==> src/rtl/hazard_unit.sv <==
// Pipeline hazard unit: X/M operand forwarding selects, load-use and HI/LO
// interlock, and a saturating count of interlock cycles.
module hazard_unit #(
   parameter int unsigned MUL_LAT = 4
) (
   input  logic        clk,
   input  logic        rst,
   input  logic [4:0]  d_rs_a,
   input  logic [4:0]  d_rt_a,
   input  logic        d_use_rs,
   input  logic        d_use_rt,
   input  logic [4:0]  d_rd_a,
   input  logic        d_reg_write,
   input  logic        d_mem_read,
   input  logic        d_mul,
   input  logic        d_use_hilo,
   input  logic        flush,
   output logic        fwdX_rs,
   output logic        fwdX_rt,
   output logic        fwdM_rs,
   output logic        fwdM_rt,
   output logic        stall,
   output logic [15:0] stall_cnt
);

   localparam int unsigned AW = 5;
   localparam int unsigned BW = 4;
   localparam int unsigned CW = 16;
   localparam logic ENABLE  = 1'b1;
   localparam logic DISABLE = 1'b0;

   typedef struct packed {
      logic [AW-1:0] rd_a;
      logic          reg_write;
      logic          mem_read;
   } shadow_t;

   shadow_t         r_x;
   shadow_t         r_m;
   logic [BW-1:0]   r_mul_busy;
   logic [CW-1:0]   r_stall_cnt;

   logic w_xm_rs;
   logic w_xm_rt;
   logic w_mm_rs;
   logic w_mm_rt;
   logic w_load_use;
   logic w_hilo;
   logic w_hazard;
   logic w_issue;
   shadow_t w_d;

   // Operand matches against the X and M producers; register 0 never matches.
   always_comb begin
      w_xm_rs = d_use_rs & r_x.reg_write & (r_x.rd_a == d_rs_a) & (d_rs_a != AW'(0));
      w_xm_rt = d_use_rt & r_x.reg_write & (r_x.rd_a == d_rt_a) & (d_rt_a != AW'(0));
      w_mm_rs = d_use_rs & r_m.reg_write & (r_m.rd_a == d_rs_a) & (d_rs_a != AW'(0));
      w_mm_rt = d_use_rt & r_m.reg_write & (r_m.rd_a == d_rt_a) & (d_rt_a != AW'(0));
   end

   always_comb begin
      w_load_use = (w_xm_rs | w_xm_rt) & r_x.mem_read;
      w_hilo     = (r_mul_busy != BW'(0)) & (d_use_hilo | d_mul);
      w_hazard   = w_load_use | w_hilo;
      w_issue    = ~w_hazard & ~flush;
      w_d.rd_a      = d_rd_a;
      w_d.reg_write = d_reg_write;
      w_d.mem_read  = d_mem_read;
   end

   // X match wins over M; a load in X cannot forward, it interlocks instead.
   always_comb begin
      fwdX_rs   = DISABLE;
      fwdX_rt   = DISABLE;
      fwdM_rs   = DISABLE;
      fwdM_rt   = DISABLE;
      stall     = ENABLE;
      stall_cnt = CW'(0);
      if (!rst) begin
         fwdX_rs   = w_xm_rs & ~r_x.mem_read;
         fwdX_rt   = w_xm_rt & ~r_x.mem_read;
         fwdM_rs   = w_mm_rs & ~w_xm_rs;
         fwdM_rt   = w_mm_rt & ~w_xm_rt;
         stall     = w_hazard ? DISABLE : ENABLE;
         stall_cnt = r_stall_cnt;
      end
   end

   always_ff @(posedge clk) begin
      if (rst) begin
         r_x <= '0;
         r_m <= '0;
      end else begin
         r_m <= r_x;
         r_x <= w_issue ? w_d : shadow_t'('0);
      end
   end

   // Multiply busy countdown; only an issued multiply reloads it.
   always_ff @(posedge clk) begin
      if (rst) begin
         r_mul_busy <= BW'(0);
      end else if (w_issue && d_mul) begin
         r_mul_busy <= BW'(MUL_LAT - 1);
      end else if (r_mul_busy != BW'(0)) begin
         r_mul_busy <= r_mul_busy - BW'(1);
      end
   end

   always_ff @(posedge clk) begin
      if (rst) begin
         r_stall_cnt <= CW'(0);
      end else if (w_hazard && (r_stall_cnt != {CW{1'b1}})) begin
         r_stall_cnt <= r_stall_cnt + CW'(1);
      end
   end

endmodule

==> config.mk <==
export PLATFORM = sky130hd
export DESIGN_NAME = hazard_unit
export DESIGN_NICKNAME = d
export VERILOG_FILES = /design/src/rtl/hazard_unit.sv
export SDC_FILE = /design/constraint.sdc
export NUM_CORES = 1
export LEC_CHECK = 0
export BUFFER_PORTS_ARGS = -buffer_cell sky130_fd_sc_hd__buf_4
export CAP_MARGIN = 25
export CORE_ASPECT_RATIO = 1.5
export CORE_UTILIZATION = 47
export DETAILED_ROUTE_END_ITERATION = 10
export PLACE_DENSITY = 0.71
export SLEW_MARGIN = 20
export SYNTH_ARGS = -nofsm -noshare
export SYNTH_HDL_FRONTEND = slang
export SYNTH_SLANG_ARGS = --single-unit
==> constraint.sdc <==
create_clock -name clk -period 2.05 [get_ports clk]
set_clock_uncertainty 0.2 [all_clocks]
set_input_delay 0 -clock clk [delete_from_list [all_inputs] [get_ports clk]]
set_output_delay 0 -clock clk [all_outputs]
set_load 0.02 [all_outputs]
==> results.json <==
{
  "dpl_cell_area_um2": 2300,
  "vias_per_cell": 5.29,
  "root_buffer": "clkbuf_8",
  "ff_latch_area_um2": 662,
  "max_stage_delay_ns": 0.34,
  "antenna_found_initial": 0,
  "violations": "setup timing",
  "crit-reg2reg-capture": "r_stall_cnt[3]",
  "finalCritPeriodShare_pct": 107,
  "core.rowCount": 26,
  "cts_tree": "yes",
  "synth_ff_type": "dfxtp_1",
  "finalMaxSlewViolations": 0,
  "synth_seq_cells": 33,
  "cpMostUsedCell": "nor2_4",
  "peakVddDrop_uv": 573,
  "path_class": "reg2reg",
  "fmax_mhz": 454,
  "vias": 1731,
  "slew_headroom_pct": 67.4,
  "async_reset_ff_share_pct": 0,
  "track_usage_pct": 24.5,
  "cp.required_ns": 2.03,
  "critPathLaunchType": "flop",
  "grt-ovfl-total": 0,
  "synthToLayoutAreaGrowth_pct": 49.2,
  "dpl.cell_count": 308,
  "powerDensity_nw_per_um2": 795,
  "worstPathMaxFanout": 9,
  "hp-start": "d_use_hilo",
  "power.total_mw": 2.05,
  "htreeDepth": 2,
  "startpoint": "r_stall_cnt[1]",
  "hpwl_um": 3170,
  "synth_edf_count": 0,
  "core_um2": 3450,
  "synth_nets": 228,
  "numCtsBuffers": 5,
  "worstPathCellList": "ha_1 > nand2_1 > or2_0 > o21ai_1 > a21oi_2 > nor2_4 > buf_4 > nor2_4 > mux2_4",
  "critPathCapture": "r_stall_cnt[3]",
  "final_cells": 327,
  "gp_congestion": 0.819,
  "portBuffers": 44,
  "drc": 0,
  "synth_area_per_cell_um2": 8.59,
  "num_io_pins": 45,
  "r2r_slack_ns": -0.15,
  "wire_per_inst_um": 14.1,
  "cp_top_family": "simple AND/OR/NAND/NOR gates",
  "endpoint_kind": "flop",
  "drive_gt1_share_pct": 34.0,
  "antenna_left": 0,
  "antenna_cells": 0,
  "crit_arrival_ns": 2.18,
  "die_y_um": 76.2,
  "netlist_instances": 201,
  "r2r-start": "r_stall_cnt[1]",
  "die_area_um2": 3930,
  "grt_max_degree": 48,
  "clock_latency_ns": 0.29,
  "clkSinkCount": 33,
  "crit_buf_inv": 1,
  "setup_slack_ns": -0.154,
  "start_util_pct": 50.1,
  "status": "finished, violations left",
  "synth_sequential_area_ratio_pct": 38.3,
  "grt_pass1_vias": 1678,
  "r2r_cells": 9,
  "worstHoldPathType": "in2reg",
  "multiInputGateArea_um2": 1110,
  "hold_viol": 0,
  "p_leak_nw": 1.09,
  "fillCellCount": 282,
  "syn_area_um2": 1730,
  "path_depth": 9,
  "first_pass_iters": 4,
  "fin_area_um2": 2580,
  "nets": 311,
  "ys_warn_count": 0,
  "yosysUniqueCellTypes": 36,
  "die_w_um": 51.5,
  "clockBufferDepth": 2,
  "cp_slowest_cell": "dfxtp_1",
  "cts.clk_slew.worst_paths_ns": 0.07,
  "wirelength_um": 4620,
  "drt-initial-drc-count": 28,
  "drv_cap": 0,
  "setup_viol": 12,
  "grt_pass1_wl_um": 7240,
  "worst_slew_pin_slew_ns": 0.489,
  "rsz0062_at_grt": "true",
  "min_period_ns": 2.20
}
-- area by class of cell --
class | count | area share, %
Multi-Input combinational cell | 159 | 43.0
Sequential cell | 33 | 25.7
Timing Repair Buffer | 82 | 25.6
Clock buffer | 6 | 2.82
Tap cell | 42 | 2.04
Inverter | 3 | 0.437
Clock inverter | 2 | 0.389
-- Yosys cell counts, drive strengths merged, types with 4 or more instances --
library cell | count | area [um^2]
dfxtp | 33 | 661
nor2b | 21 | 131
nor2 | 20 | 77.6
nand2 | 15 | 56.3
xor2 | 14 | 123
xnor2 | 13 | 114
nor3 | 9 | 45.0
o21ai | 9 | 45.0
and2 | 7 | 43.8
nand4 | 7 | 43.8
a21oi | 6 | 33.8
nand3 | 6 | 30.0
and4 | 4 | 35.0
clkbuf | 4 | 15.0
mux2 | 4 | 45.0
-- routing by layer --
metal | global-route usage, % | vias to the layer above | part of all wire, %
li1 | - | 861 | -
met1 | 24.3 | 800 | 37
met2 | 45.7 | 55 | 55
met3 | 4.59 | 15 | 4.3
met4 | 12.4 | 0 | 3.2
met5 | 0 | - | 0
-- worst min-delay path by stage --
stage | endpoint | slack, ns | depth (start not counted)
3_5_place_dp | r_x[4] | 0.008 | 2
6_report | r_mul_busy[0] | 0.07 | 5
2_1_floorplan | stall_cnt[13] | -0.11 | 1
3_3_place_gp | r_x[4] | 0.001 | 2
4_1_cts | r_mul_busy[0] | 0.15 | 6
5_1_grt | r_mul_busy[0] | 0.09 | 5
-- report_power, final --
part / internal [mW] / switching [mW]
Clock: 0.235 / 0.245
Combinational: 0.408 / 0.388
Sequential: 0.717 / 0.0540
-- flip-flops by register name, summed over array words and instances, names as in the netlist --
signal,count
r_m,6
r_mul_busy,4
r_x,7
r_stall_cnt,16
-- logic make-up after synthesis --
kind of cell	synth area share (%)
buffers and inverters	2.39
xor gates and xnor gates	13.7
muxes	3.19
adders and majority gates	2.17
AOI/OAI and AO/OA	7.39
and+or+nand+nor	32.9
DFF	38.3
-- metrics by stage --
step	utilization (%)	hold slack, ns	TNS [ns]	setup WS (ns)
6_report	74.7	0.0657	-1.16	-0.154
3_5_place_dp	66.7	0.00835	-0.846	-0.147
4_1_cts	72.8	0.149	-1.23	-0.161
2_1_floorplan	-	-0.110	-0.00108	-0.00108
5_1_grt	74.7	0.0935	-4.04	-0.312
3_3_place_gp	66.7	0.00133	-0.524	-0.114
-- worst register-to-register path: cells and delay by family (launching register included) --
family,cells,cell delay [ns]
compound gates,2,0.28
fa+ha+maj,1,0.17
simple gates,4,0.62
mux,1,0.29
flops,1,0.34
buf+inv,1,0.19
-- layout by cell type, fill, tap and decap left out, types with 6 or more instances in the layout --
cell	instances
and2_1	7
nand2_1	15
nand4_1	7
xor2_1	14
nand3_1	6
o21ai_0	6
dlygate4sd3_1	10
xnor2_1	13
nor2b_1	21
buf_4	69
nor2_1	18
dfxtp_1	32
-- timing repair --
action                     in CTS  in global routing
buffers inserted                2                  1
setup endpoints to repair      19                 19
hold endpoints to repair       24                  0
hold buffers                   10                  0
pin swaps                       4                 10
resized for setup               5                 16
Power figures use the tool's default switching activity.
